**src/rtl/ascon_result_tx.sv**
```systemverilog
// Serializes the ASCON cipher wave and tag into the UART transmitter using the Load/TxBusy handshake.
// Optional build macro ASCON_TX_CHECKSUM_EN appends an XOR checksum byte after the tag.
module ascon_result_tx #(
    parameter int CIPHER_BYTES = 184,
    parameter int TAG_BYTES    = 16,
    parameter int NDBits       = 8
) (
    input  logic                             clock_i,
    input  logic                             resetb_i,
    input  logic                             Start_i,
    input  logic [CIPHER_BYTES*NDBits-1:0]   Cipher_i,
    input  logic [TAG_BYTES*NDBits-1:0]      Tag_i,
    input  logic                             TxBusy_i,
    output logic [NDBits-1:0]                TxByte_o,
    output logic                             Load_o,
    output logic                             Busy_o,
    output logic                             Done_o
);

    localparam int DATA_BYTES = CIPHER_BYTES + TAG_BYTES;
`ifdef ASCON_TX_CHECKSUM_EN
    localparam int TOTAL_BYTES = DATA_BYTES + 1;
`else
    localparam int TOTAL_BYTES = DATA_BYTES;
`endif
    localparam int IDX_W = $clog2(TOTAL_BYTES + 2);
    localparam int SR_W  = DATA_BYTES * NDBits;
    localparam logic [IDX_W-1:0] LAST_IDX = IDX_W'(TOTAL_BYTES);

    typedef enum logic [2:0] {
        IDLE,
        LOAD,
        WAIT_BUSY,
        WAIT_FREE,
        DONE
    } state_t;

    state_t              state_q;
    logic [SR_W-1:0]     shiftReg_q;
    logic [IDX_W-1:0]    byteIdx_q;
    logic [IDX_W-1:0]    byteIdx_d;
    logic [NDBits-1:0]   txByte_q;
    logic [NDBits-1:0]   nextByte_d;
    logic                load_q;
    logic                busy_q;
    logic                done_q;
`ifdef ASCON_TX_CHECKSUM_EN
    localparam logic [IDX_W-1:0] CSUM_IDX = IDX_W'(DATA_BYTES);
    logic [NDBits-1:0]   csum_q;
`endif

    always_comb begin
        byteIdx_d  = byteIdx_q + IDX_W'(1);
        nextByte_d = shiftReg_q[SR_W-1 -: NDBits];
`ifdef ASCON_TX_CHECKSUM_EN
        if (byteIdx_q == CSUM_IDX) begin
            nextByte_d = csum_q;
        end
`endif
    end

    // The byte on the wire is always the top of the snapshot; it shifts left once the UART frees up.
    always_ff @(posedge clock_i or negedge resetb_i) begin
        if (!resetb_i) begin
            state_q    <= IDLE;
            shiftReg_q <= '0;
            byteIdx_q  <= '0;
            txByte_q   <= '0;
            load_q     <= 1'b0;
            busy_q     <= 1'b0;
            done_q     <= 1'b0;
`ifdef ASCON_TX_CHECKSUM_EN
            csum_q     <= '0;
`endif
        end else begin
            load_q <= 1'b0;
            done_q <= 1'b0;
            case (state_q)
                IDLE: begin
                    if (Start_i) begin
                        shiftReg_q <= {Cipher_i, Tag_i};
                        byteIdx_q  <= '0;
                        busy_q     <= 1'b1;
`ifdef ASCON_TX_CHECKSUM_EN
                        csum_q     <= '0;
`endif
                        state_q    <= LOAD;
                    end
                end
                LOAD: begin
                    if (!TxBusy_i) begin
                        txByte_q <= nextByte_d;
                        load_q   <= 1'b1;
`ifdef ASCON_TX_CHECKSUM_EN
                        csum_q   <= csum_q ^ shiftReg_q[SR_W-1 -: NDBits];
`endif
                        state_q  <= WAIT_BUSY;
                    end
                end
                WAIT_BUSY: begin
                    if (TxBusy_i) begin
                        state_q <= WAIT_FREE;
                    end
                end
                WAIT_FREE: begin
                    if (!TxBusy_i) begin
                        shiftReg_q <= shiftReg_q << NDBits;
                        byteIdx_q  <= byteIdx_d;
                        if (byteIdx_d == LAST_IDX) begin
                            done_q  <= 1'b1;
                            busy_q  <= 1'b0;
                            state_q <= DONE;
                        end else begin
                            state_q <= LOAD;
                        end
                    end
                end
                DONE: begin
                    state_q <= IDLE;
                end
                default: begin
                    state_q <= IDLE;
                end
            endcase
        end
    end

    assign TxByte_o = txByte_q;
    assign Load_o   = load_q;
    assign Busy_o   = busy_q;
    assign Done_o   = done_q;

endmodule

```
**config.mk**
```make
export PLATFORM = sky130hd
export DESIGN_NAME = ascon_result_tx
export DESIGN_NICKNAME = d
export VERILOG_FILES = /design/src/rtl/ascon_result_tx.sv
export SDC_FILE = /design/constraint.sdc
export NUM_CORES = 2
export LEC_CHECK = 0
export BUFFER_PORTS_ARGS = -buffer_cell sky130_fd_sc_hd__buf_2
export CORE_AREA = 2 2 621 623
export CTS_CLUSTER_SIZE = 12
export DETAILED_ROUTE_END_ITERATION = 16
export DIE_AREA = 0 0 623 625
export PLACE_DENSITY_LB_ADDON = 0.12
export SLEW_MARGIN = 10
export SYNTH_ARGS = -nofsm -noshare
export SYNTH_HDL_FRONTEND = slang
export SYNTH_SLANG_ARGS = --single-unit
```
**constraint.sdc**
```tcl
create_clock -name clock_i -period 1.9 [get_ports clock_i]
set_input_delay 0.38 -clock clock_i [delete_from_list [all_inputs] [get_ports clock_i]]
set_output_delay 0.38 -clock clock_i [all_outputs]
set_load 0.005 [all_outputs]
```
==> results.yml <==
route:
  drt_iter0_markers: 5023
  vias: 75700
  first_pass_iters: 7
  drt_total_wl_mm: 370
  post_drt_via_cell_ratio: 4.38
  drt-wirelength-per-cell_um: 21.4
  detail_route.drc_violations: 0
  detail-route-antenna-nets: 0
clock_network:
  clkSlewWorstSetupHoldPaths_ns: 0.06
  worst_skew_pair.late_latency_ns: 0.86
  tritoncts: "built"
  cts-root-to-sink-buffers: 4
  number_of_buffers_created_by_cts: 207
  cts.sink_count: 1622
  cts.root.buffer_cell: "sky130_fd_sc_hd__clkbuf_16"
  h-tree-depth: 4
power:
  p_int_mw: 108
  vdd_drop_max_v: 0.000747
  comb_power_share: 0.448
  p_leak_nw: 50.0
  power_per_cell_area_mw_per_mm2: 1650
  switching_power_mw: 77.9
  p_sw_frac: 0.419
  seq_power_share: 0.339
  clkPwrFrac: 0.213
placement:
  hpwl_mm: 284
  placement.io_buffers: 1614
  routabilityCongestion: 0.868
  placement.setup.worst_slack_ns: -0.369
floorplanning:
  fp.dieArea_mm2: 0.389
  chipWidth_um: 623
  initial_utilization: 0.189
  io_pins: 1615
  die_h_um: 625
  core_box_area_mm2: 0.384
  num_rows: 228
critical_path:
  timing.critical_path.required_ns: 2.68
  setup.worst_path.class: "reg2reg"
  setup.worst_path.start_class: "flip-flop"
  critical_path.max_fanout: 40
  cp_data_arrival_time_ns: 2.91
  worstSetupEndpointType: "flip-flop"
timing:
  finalHoldViolations: 0
  slew_headroom: 0.590
  timing.clock.skew_ns: 0.0318
  post-route-worst-setup-slack_ns: -0.235
  rsz0062_at_grt: "true"
  number_of_pins_exceeding_their_max_slew_limit_in_the_final_report: 0
  setup_viol_count_final: 1509
  final_min_period_over_clock_period: 1.12
  maximum_frequency_from_static_timing_analysis_mhz: 468
  setup-tns-final_ns: -166.30
  timing_worst_slew_pin_value_ns: 0.615
  period_needed_ns: 2.13
worst_hold_path:
  worstHoldPathType: "in2reg"
finish:
  fin_util: 0.293
  area.growth.synth_to_final_pct: 55.3
  final_cell_mix: "sky130_fd_sc_hd__nand2_1 (3,209), sky130_fd_sc_hd__dfrtp_1 (1,622), sky130_fd_sc_hd__buf_2 (1,613)"
  layout.cells.most_common: "sky130_fd_sc_hd__nand2_1"
  drive_above_1_share: 0.201
  layout.nets: 13600
global_route:
  global_route.overflow_total: 0
  grt_max_degree: 96
  grt.total_usage: 0.183
  grt_pass1_wl_mm: 534
  antenna_found_initial: 104
  first_global_vias: 79200
yosys:
  yosysSeqAreaShare: 0.560
  post_synth.cell_area_avg_um2: 8.24
  mappedNetlistNets: 10400
  ys_ff_latch: 1622
  synth-warning-count: 0
  netlist-cell-type-count: 30
  post_synth_inst_count: 8796
  netlist_area_mm2: 0.0725
outcome:
  failed_checks: "negative setup slack"
  status: "finished with violations"
flow_run:
  timing.max_cap.violations: 0
synth_stat cells:
cell type / instances / area [µm²]
sky130_fd_sc_hd__nand4_1: 2 / 12.5
sky130_fd_sc_hd__buf_2: 263 / 1320
sky130_fd_sc_hd__o22a_1: 1 / 8.76
sky130_fd_sc_hd__or3b_1: 1 / 8.76
sky130_fd_sc_hd__mux2i_1: 1 / 10.0
sky130_fd_sc_hd__clkbuf_1: 343 / 1290
sky130_fd_sc_hd__buf_4: 104 / 781
sky130_fd_sc_hd__a21oi_1: 2 / 10.0
sky130_fd_sc_hd__a21o_1: 1 / 7.51
sky130_fd_sc_hd__nand3_1: 11 / 55.1
sky130_fd_sc_hd__nor3b_1: 1 / 7.51
sky130_fd_sc_hd__xnor2_1: 4 / 35.0
sky130_fd_sc_hd__ha_1: 2 / 25.0
sky130_fd_sc_hd__nor2_1: 1599 / 6000
sky130_fd_sc_hd__a221o_1: 1 / 10.0
sky130_fd_sc_hd__a31oi_1: 1594 / 9970
sky130_fd_sc_hd__buf_6: 3 / 33.8
sky130_fd_sc_hd__and3b_1: 1 / 8.76
sky130_fd_sc_hd__a22o_1: 2 / 17.5
sky130_fd_sc_hd__nand2b_1: 2 / 12.5
sky130_fd_sc_hd__o21ai_0: 9 / 45.0
sky130_fd_sc_hd__and3_1: 1 / 6.26
sky130_fd_sc_hd__dfrtp_1: 1622 / 40600
sky130_fd_sc_hd__nand3b_1: 1 / 7.51
sky130_fd_sc_hd__xor2_1: 2 / 17.5
sky130_fd_sc_hd__nor3_1: 1 / 5.00
sky130_fd_sc_hd__buf_8: 1 / 15.0
sky130_fd_sc_hd__nor2b_1: 2 / 12.5
sky130_fd_sc_hd__nand2_1: 3211 / 12100
sky130_fd_sc_hd__mux2_2: 8 / 90.1
final timing paths:
kind / startpoint / cells after the start / slack [ns] / endpoint
worst max-delay path: state_q[1] / 7 / -0.23 / shiftReg_q[1020]
worst min-delay path: Cipher_i[442] / 3 / 0.01 / shiftReg_q[570]
worst max register to register: state_q[1] / 7 / -0.23 / shiftReg_q[1020]
worst min register to register: shiftReg_q[0] / 2 / 0.47 / shiftReg_q[0]
max in group asynchronous: resetb_i / 5 / 0.65 / shiftReg_q[62]
min in group asynchronous: resetb_i / 3 / 0.36 / shiftReg_q[742]
critical path, stage by stage, from the launching register on:
cell	delay, ns
sky130_fd_sc_hd__dfrtp_1	0.38
sky130_fd_sc_hd__or3b_4	0.42
sky130_fd_sc_hd__a21oi_4	0.21
sky130_fd_sc_hd__buf_12	0.23
sky130_fd_sc_hd__buf_12	0.23
sky130_fd_sc_hd__buf_12	0.22
sky130_fd_sc_hd__nor2_1	0.06
sky130_fd_sc_hd__a31oi_1	0.15
sequential cells by signal (all words and copies together) (netlist names):
| signal | cells |
|---|---|
| Done_o | 1 |
| shiftReg_q | 1600 |
| Load_o | 1 |
| state_q | 3 |
| Busy_o | 1 |
| byteIdx_q | 8 |
| TxByte_o | 8 |
power groups by stage:
stage / clock network (mW) / logic, mW / registers (mW)
2_1_floorplan: 0 / 50.9 / 59.1
3_3_place_gp: 0 / 80.5 / 63.3
3_5_place_dp: 0 / 81.4 / 63.6
4_1_cts: 41.1 / 84.8 / 63.2
5_1_grt: 42.4 / 93.3 / 65.1
6_report: 39.7 / 83.3 / 63.1
final cells by class:
cell class                      instances  area, µm²
Fill cell                           41200     271000
Sequential cell                      1622      40600
Timing Repair Buffer                 3720      30300
Multi-Input combinational cell       6460      28500
Tap cell                             5060       6330
Clock buffer                          324       6200
Clock inverter                         43        495
Antenna cell                           58        145
routing by layer:
metal,global-route usage,vias up,share of wire
met1,0.222,36900,0.42
met2,0.318,2094,0.49
met5,0,-,0.00082
met4,0.0843,50,0.051
li1,-,35800,-
met3,0.0276,782,0.042
metrics by stage:
stage               std cells  power [mW]  hold slack (ns)  area (µm²)
floorplan                8796         110           0.0844       72500
global placement        15300         144            0.461       89500
detailed placement      15300         145            0.463       89500
CTS                     17200         189          0.00957      112000
global route            17300         201           0.0149      112000
finish                  17300         186           0.0110      113000
timing repair:
action                                   CTS  global route
hold endpoints to repair                2472             0
buffers inserted                           2             1
resized for setup                         14            12
hold buffers                            1595             0
cloned                                     2             1
pin swaps                                  0             0
endpoints found under the setup margin  1585          1611
cell families (layout without fill, tap and decap cells):
family | Yosys count | count (layout) | synth area share
other | 0 | 58 | 0
AOI/OAI and AO/OA | 1610 | 1610 | 0.139
xor gates and xnor gates | 6 | 6 | 0.000725
DFF | 1622 | 1622 | 0.560
and+or+nand+nor | 4833 | 4833 | 0.251
buffers and inverters | 714 | 4087 | 0.0474
adders and majority gates | 2 | 2 | 0.000345
muxes | 9 | 9 | 0.00138
(Power assumes the default switching activity.)
